===== config.mk =====
export PLATFORM = sky130hd
export DESIGN_NAME = agc_sequencer
export DESIGN_NICKNAME = d
export VERILOG_FILES = /design/src/rtl/agc_sequencer.sv
export SDC_FILE = /design/constraint.sdc
export NUM_CORES = 1
export LEC_CHECK = 0
export ABC_AREA = 1
export BUFFER_PORTS_ARGS = -buffer_cell sky130_fd_sc_hd__buf_4
export CORE_UTILIZATION = 30
export DETAILED_ROUTE_END_ITERATION = 16
export GPL_TIMING_DRIVEN = 0
export HOLD_SLACK_MARGIN = 0.06
export PLACE_DENSITY_LB_ADDON = 0.15
export SETUP_SLACK_MARGIN = 0.3
export SKIP_LAST_GASP = 1
export SLEW_MARGIN = 20
export SYNTH_ARGS = -nofsm -noshare
export SYNTH_HDL_FRONTEND = slang
export SYNTH_SLANG_ARGS = --single-unit

===== constraint.sdc =====
create_clock -name clk -period 2.9 [get_ports clk]
set_clock_uncertainty 0.15 [all_clocks]
set_input_delay 0.87 -clock clk [delete_from_list [all_inputs] [get_ports clk]]
set_output_delay 0.87 -clock clk [all_outputs]
set_load 0.05 [all_outputs]

===== src/rtl/agc_sequencer.sv =====
// AGC run sequencer: measures Goertzel power, steps a 4-bit gain index up or
// down with settle delays, and stops when power lands in band or gain saturates.
module agc_sequencer #(
    parameter int unsigned CLK_FREQ            = 50000000,
    parameter int unsigned HGA_SETTLE_CYCLES   = 5000,
    parameter int unsigned PGA_SETTLE_CYCLES   = 500,
    parameter int unsigned MEAS_TIMEOUT_CYCLES = 100000,
    parameter logic [15:0] HIGH_THRESH         = 16'hC000,
    parameter logic [15:0] LOW_THRESH          = 16'h1000
) (
    input  logic        clk,
    input  logic        rst,
    input  logic        start_i,
    input  logic        abort_i,
    input  logic [15:0] power_i,
    input  logic        valid_i,
    output logic        dc_block_en_o,
    output logic        goertzel_start_o,
    output logic        hga_bypass_o,
    output logic [2:0]  pga_gain_o,
    output logic        busy_o,
    output logic        locked_o,
    output logic        timeout_o
);

    typedef enum logic [2:0] {
        S_IDLE,
        S_MEAS_START,
        S_MEAS_WAIT,
        S_EVAL,
        S_SETTLE
    } state_t;

    state_t      r_state;
    logic [3:0]  r_g;
    logic [15:0] r_power;
    logic [31:0] r_tcnt;
    logic [31:0] r_scnt;
    logic [31:0] r_settle_last;
    logic        r_dc_en;
    logic        r_gstart;
    logic        r_locked;
    logic        r_timeout;

    logic        w_step_down;
    logic        w_step_up;
    logic [3:0]  w_g_next;
    logic [31:0] w_settle_len;

    // Clock frequency is documentation only; every delay is counted in cycles.
    if (CLK_FREQ == 0) begin : g_clk_freq_unset
    end

    assign w_step_down  = (r_power > HIGH_THRESH) && (r_g != 4'd0);
    assign w_step_up    = (r_power < LOW_THRESH) && (r_g != 4'd15);
    assign w_g_next     = w_step_down ? (r_g - 4'd1) : (w_step_up ? (r_g + 4'd1) : r_g);
    assign w_settle_len = (w_g_next[3] != r_g[3]) ? HGA_SETTLE_CYCLES : PGA_SETTLE_CYCLES;

    always_ff @(posedge clk) begin
        if (rst) begin
            r_state       <= S_IDLE;
            r_g           <= 4'd15;
            r_power       <= 16'd0;
            r_tcnt        <= 32'd0;
            r_scnt        <= 32'd0;
            r_settle_last <= 32'd0;
            r_dc_en       <= 1'b0;
            r_gstart      <= 1'b0;
            r_locked      <= 1'b0;
            r_timeout     <= 1'b0;
        end else if (abort_i) begin
            r_state   <= S_IDLE;
            r_dc_en   <= 1'b0;
            r_gstart  <= 1'b0;
            r_locked  <= 1'b0;
            r_timeout <= 1'b0;
        end else begin
            r_gstart <= 1'b0;
            case (r_state)
                S_IDLE: begin
                    if (start_i) begin
                        r_locked  <= 1'b0;
                        r_timeout <= 1'b0;
                        r_dc_en   <= 1'b1;
                        r_state   <= S_MEAS_START;
                    end
                end
                S_MEAS_START: begin
                    r_gstart <= 1'b1;
                    r_tcnt   <= 32'd0;
                    r_state  <= S_MEAS_WAIT;
                end
                S_MEAS_WAIT: begin
                    if (valid_i) begin
                        r_power <= power_i;
                        r_state <= S_EVAL;
                    end else if ((r_tcnt + 32'd1) >= MEAS_TIMEOUT_CYCLES) begin
                        r_timeout <= 1'b1;
                        r_dc_en   <= 1'b0;
                        r_state   <= S_IDLE;
                    end else begin
                        r_tcnt <= r_tcnt + 32'd1;
                    end
                end
                S_EVAL: begin
                    if (w_step_down || w_step_up) begin
                        r_g           <= w_g_next;
                        r_scnt        <= 32'd0;
                        // A zero-length settle still occupies one SETTLE cycle.
                        r_settle_last <= (w_settle_len == 32'd0) ? 32'd0 : (w_settle_len - 32'd1);
                        r_state       <= S_SETTLE;
                    end else begin
                        r_locked <= 1'b1;
                        r_dc_en  <= 1'b0;
                        r_state  <= S_IDLE;
                    end
                end
                S_SETTLE: begin
                    if (r_scnt >= r_settle_last) begin
                        r_state <= S_MEAS_START;
                    end else begin
                        r_scnt <= r_scnt + 32'd1;
                    end
                end
                default: r_state <= S_IDLE;
            endcase
        end
    end

    assign dc_block_en_o    = r_dc_en;
    assign goertzel_start_o = r_gstart;
    assign hga_bypass_o     = ~r_g[3];
    assign pga_gain_o       = r_g[2:0];
    assign busy_o           = (r_state != S_IDLE);
    assign locked_o         = r_locked;
    assign timeout_o        = r_timeout;

endmodule


# After elaboration in Yosys (flattened, before gate mapping)

Index checks and enable logic that the tools add are counted.

Input bits: 21
Flip-flop bits (word level): 123
Output and inout bits: 9
Logic and storage cells: 88

Order comparisons: 4
Bitwise gates (word level): 2
Add/sub/neg operators: 5
Reduce and logical (&&, ||, !) cells: 23
Equality and inequality tests: 15
Mux-type cells: 28

Operators by type and width:

| cell                  | count |
|---|---|
| $mux 32               | 5 |
| $pmux 32 s2           | 2 |
| $add 32x1->32 const B | 2 |
| $ge 32x17->1 const B  | 1 |
| $ge 32x32->1          | 1 |
| $logic_not 32->1      | 1 |
| $gt 16x16->1 const B  | 1 |
| $lt 16x13->1 const B  | 1 |
| $ne 2x2->1 const B    | 8 |
| $reduce_and 4->1      | 4 |
| $mux 3                | 5 |
| $pmux 3 s5            | 1 |
| $sub 13x1->14 const B | 1 |
| $mux 13               | 1 |
| $reduce_and 3->1      | 4 |
| $reduce_bool 2->1     | 5 |
| $mux 1                | 9 |
| $mux 4                | 2 |
| $eq 3x2->1 const B    | 2 |
| $reduce_bool 3->1     | 2 |
| $reduce_and 5->1      | 1 |
| $add 4x1->4 const B   | 1 |
| $ne 4x4->1 const B    | 1 |
| $pmux 1 s2            | 2 |
| 12 further kinds      | 14 |

# Depth between registers and ports, before layout

Word-level depth: 8
Mapped depth: 18
Depth with buffers taken out: 17

# Least setup slack after synthesis

No wires, ideal clock.

Path kind: flip-flop to flip-flop
From: register r_scnt[5]
To: register r_scnt[30]
Setup time: 131 ps
Data required time: 2,619 ps
Stages on the path, launching flop included: 14
Period minus slack after synthesis: 2,223 ps
Data arrival time: 1,942 ps
Path slack: 677 ps
Buffers on the path: 2
Cells stage by stage: dfxtp_1 > ha_1 > a21oi_1 > nor2_1 > a211oi_1 > nand2_1 > nand2_1 > nand2_1 > nand3_1 > nand3_1 > nand2_1 > buf_4 > buf_2 > nor3b_1

Longest elaborated chain between the ends: 3

Ends and longest elaborated chain:

| item                                                   | RTL line | RTL |
|---|---|---|
| from (decl)                                            | 38       | `logic [31:0] r_scnt;` |
| from (signal assigned)                                 | 122      | `r_scnt <= r_scnt + 32'd1;` |
| $add 32x1->32 / $ge 32x32->1 (equally long branches)   | 122, 119 |  |
| $mux 32 / $ne 2x2->1 (equally long branches)           | -        |  |
| $pmux 32 s2 / $reduce_and 4->1 (equally long branches) | -        |  |

Parallel ways exist; a longest one is shown, timed or not. The select of a mux whose other input is x is not followed.
A chain may end at the register's enable or synchronous reset.

# Final worst setup path

From: register r_state[1]
To: register r_tcnt[6]

Longest elaborated chain between the ends: 3

Ends and longest elaborated chain:

| item                                                             | RTL line | RTL |
|---|---|---|
| from (decl)                                                      | 34       | `state_t r_state;` |
| from (signal assigned)                                           | 61       | `r_state <= S_IDLE;` |
| from (signal assigned)                                           | 72       | `r_state <= S_IDLE;` |
| from (signal assigned)                                           | 85       | `r_state <= S_MEAS_START;` |
| $eq 3x2->1 / $eq 3x1->1 (equally long branches)                  | 79       | `case (r_state)` |
| $ne 2x2->1 (no line) / $reduce_bool 2->1 (equally long branches) | -        |  |
| $reduce_and 4->1 (no line)                                       | -        |  |
| to (signal assigned)                                             | 102      | `r_tcnt <= r_tcnt + 32'd1;` |
| to (decl)                                                        | 37       | `logic [31:0] r_tcnt;` |

Parallel ways exist; a longest one is shown, timed or not.

==> impl_metrics.py <==
metrics = {
    "run_status": {
        "status": "completed",
    },
    "timing": {
        "worstMarginPinSlew_ns": 0.597,
        "maxSlewViolCount": 0,
        "rsz0062_at_grt": "yes",
        "final_hold_viol_count": 0,
        "timing.fmax_ghz": 0.414,
        "worst_slack_ns": 0.487,
        "fin_crit_ns": 2.41,
        "fin_tns_setup_ns": 0,
        "relSlewSlack_pct": 59.2,
        "period_share_pct": 83.2,
        "setup_viol": 0,
    },
    "power_and_ir_drop": {
        "clkPwrFrac_pct": 44.1,
        "combPwrFrac_pct": 8.3,
        "power.share.sequential_pct": 47.6,
        "leakage_nw": 2.53,
        "swShare_pct": 25.7,
        "vdd_drop_max_mv": 0.281,
        "p_per_area_nw_per_um2": 445,
        "power.switching_w": 0.000725,
        "p_int_w": 0.00210,
    },
    "cells_and_area": {
        "area_growth_pct": 20.0,
        "fin_area_sq_um": 6340,
        "layout-drive-gt1-share_pct": 15.7,
        "final_cells": 1084,
        "nNetsFinal": 889,
        "insertedDiodeCount": 0,
        "fill_cells": 1894,
    },
    "synthesis": {
        "yosys.area.top_type": "dfxtp_1",
        "syn_inst": 805,
        "yosysTopAreaCellShare_pct": 35.6,
        "syn_area_per_cell_sq_um": 6.56,
        "ys_seq_elements": 94,
        "synth_cell_types": 38,
        "async_reset_ff_share_pct": 0,
        "ys_seq_area_share_pct": 35.6,
        "synth_edf_count": 0,
        "yosys_warnings": 0,
        "syn_area_sq_um": 5280,
        "syn_nets": 840,
        "synth.top_cells.by_count": "nand2_1, nor2_1, dfxtp_1",
        "yosysMostFrequentCell": "nand2_1",
        "synth_flop_cell": "dfxtp_1",
        "netlist_top_cells_area": "dfxtp_1, nand2_1, nor2_1, nand3_1, inv_1",
    },
    "critical_path": {
        "cpLargestDelayFamily": "simple AND/OR/NAND/NOR gates",
        "path_cells": "inv_1, nor2_1, inv_1, nor2_4, inv_1, nor2_2, or2_2, clkinvlp_4, clkbuf_1, a21oi_1, nor2_1",
        "crit_type": "reg -> reg",
        "critPathSlowestCell": "dfxtp_1",
        "regToRegStartpoint": "r_state[1]$_SDFFE_PP0P_",
        "worst-path-buf-inv": 5,
        "crit_path_max_fanout": 10,
        "endpoint_kind": "flop",
        "critPathRequiredTime_ns": 2.99,
        "critPathLaunchType": "flop",
        "crit_start": "r_state[1]$_SDFFE_PP0P_",
        "critical-path-max-stage-delay_ns": 0.37,
        "path_common_cell": "inv_1",
        "reg2reg_slack_ns": 0.49,
        "crit_arrival_ns": 2.50,
    },
    "clock_tree": {
        "cts_buffers": 9,
        "cts_tree": "yes",
        "path_clk_slew_ns": 0.07,
        "cts_buffer_depth": 2,
        "root_buffer": "clkbuf_16",
        "clock_sinks": 94,
        "worstSkewPairLatency_ns": 0.35,
        "htreeDepth": 3,
    },
    "global_route": {
        "grt_max_degree": 19,
        "gr-total-overflow": 0,
        "grt_pass1_wl_microns": 22700,
        "grt_usage_pct": 15.7,
        "antenna_found_initial": 0,
        "grt_pass1_vias": 4657,
    },
    "min_path": {
        "min-delay-start": "r_scnt[27]$_SDFFE_PP0P_",
        "hold_class": "reg -> reg",
    },
    "placed_design": {
        "placed_area_sq_um": 5780,
        "dpl_worst_slack_ns": 0.146,
        "dp.cells": 1059,
        "dpl.hpwl_microns": 10200,
        "port_buffers": 29,
        "place.gp.congestion": 0.838,
    },
    "job": {
        "cap_violations": 0,
    },
    "die": {
        "placementRows": 48,
        "core_sq_um": 17200,
        "die_y_microns": 135,
        "fp.dieW_microns": 135,
        "die-area_sq_um": 18100,
        "ioPinCount": 30,
        "initial_core_util_pct": 30.6,
    },
    "detailed_routing": {
        "route.final.wire_length_microns": 13600,
        "postRouteAntennaNets": 0,
        "vias": 4929,
        "drtPass1Iterations": 4,
        "wl_per_cell_microns": 12.5,
        "drt_iter0_drc": 177,
        "viasPerCell": 4.55,
        "drc": 0,
    },
}
final cells by class:
class / instances / area, sq um / area share, %
buffer: 26 / 166 / 2.63
clock buffer: 9 / 225 / 3.55
clock inverter: 7 / 91.3 / 1.44
inverter: 76 / 289 / 4.56
multi-input combinational: 609 / 3090 / 48.8
sequential: 94 / 1910 / 30.1
tap: 225 / 282 / 4.44
timing repair buffer: 38 / 285 / 4.50
worst min-delay path, stage by stage, from the launching register on:
cell,delay (ns)
dfxtp_1,0.30
inv_1,0.06
nor3_1,0.04
per-layer routing:
metal,global-route usage (%),up-vias,routed length (microns)
met1,21.9,2184,7170
met3,2.74,7,304
li1,-,2688,-
met5,0,-,0
met4,4.37,0,115
met2,24.9,50,5980
power groups by stage:
stage                     Combinational [W]  Clock, W  Sequential [W]
after global placement             0.000229         0         0.00137
after global routing               0.000264   0.00134         0.00134
final                              0.000235   0.00124         0.00134
after detailed placement           0.000228         0         0.00137
after floorplan                    0.000150         0         0.00137
after CTS                          0.000231   0.00129         0.00134
through the flow:
stage / utilization [%] / hold slack [ns] / power [W]
6_report: 36.8 / 0.292 / 0.00282
3_3_place_gp: 33.5 / 0.282 / 0.00160
4_1_cts: 35.6 / 0.296 / 0.00286
3_5_place_dp: 33.5 / 0.284 / 0.00159
5_1_grt: 36.8 / 0.316 / 0.00295
2_1_floorplan: - / 0.274 / 0.00152
layout by cell type (no fill, tap or decap), types with 3 or more instances in the layout:
master,Yosys,final
nor3_1,15,15
ha_1,14,13
nand3_4,1,3
buf_4,5,41
nor4_1,6,6
nor3b_1,12,12
inv_1,72,72
buf_2,3,3
xor2_1,10,10
nand3_1,64,62
nand2_1,200,198
nand4_1,10,10
nor2_4,4,13
clkbuf_16,0,9
nand2_2,2,3
or2_2,10,10
xnor2_1,7,7
o21bai_1,3,3
dfxtp_1,94,78
nor2_2,10,11
a21oi_1,48,48
nor2_1,148,138
dfxtp_2,0,14
buf_6,4,6
clkbuf_1,14,11
o21ai_0,27,27
nand3b_1,6,6
repair_timing:
item | in CTS | in global routing
pin swaps | 0 | 9
hold buffers | 0 | 0
buffers inserted | 0 | 9
setup endpoints to repair | 70 | 78
resized for setup | 8 | 53
cloned | 0 | 0
flip-flops by register name, summed over array words and instances, names as in the netlist:
name              cells
dc_block_en_o         1
r_power              16
timeout_o             1
r_settle_last         3
r_tcnt               32
goertzel_start_o      1
r_g                   4
r_state               3
locked_o              1
r_scnt               32
worst paths after layout:
| kind | end | cells after the start |
|---|---|---|
| hold reg to reg | r_scnt[27]$_SDFFE_PP0P_ | 2 |
| setup / recovery | r_tcnt[6]$_SDFFE_PP0P_ | 11 |
| setup reg to reg | r_tcnt[6]$_SDFFE_PP0P_ | 11 |
| hold / removal | r_scnt[27]$_SDFFE_PP0P_ | 2 |
cells by family after synthesis:
family	synth area share, %
buffers and inverters	8.24
DFF	35.6
adders and majority gates	3.32
and+or+nand+nor	41.7
xor gates and xnor gates	2.82
AOI/OAI and AO/OA	8.27
No activity file was read; power rests on OpenSTA's default activity.
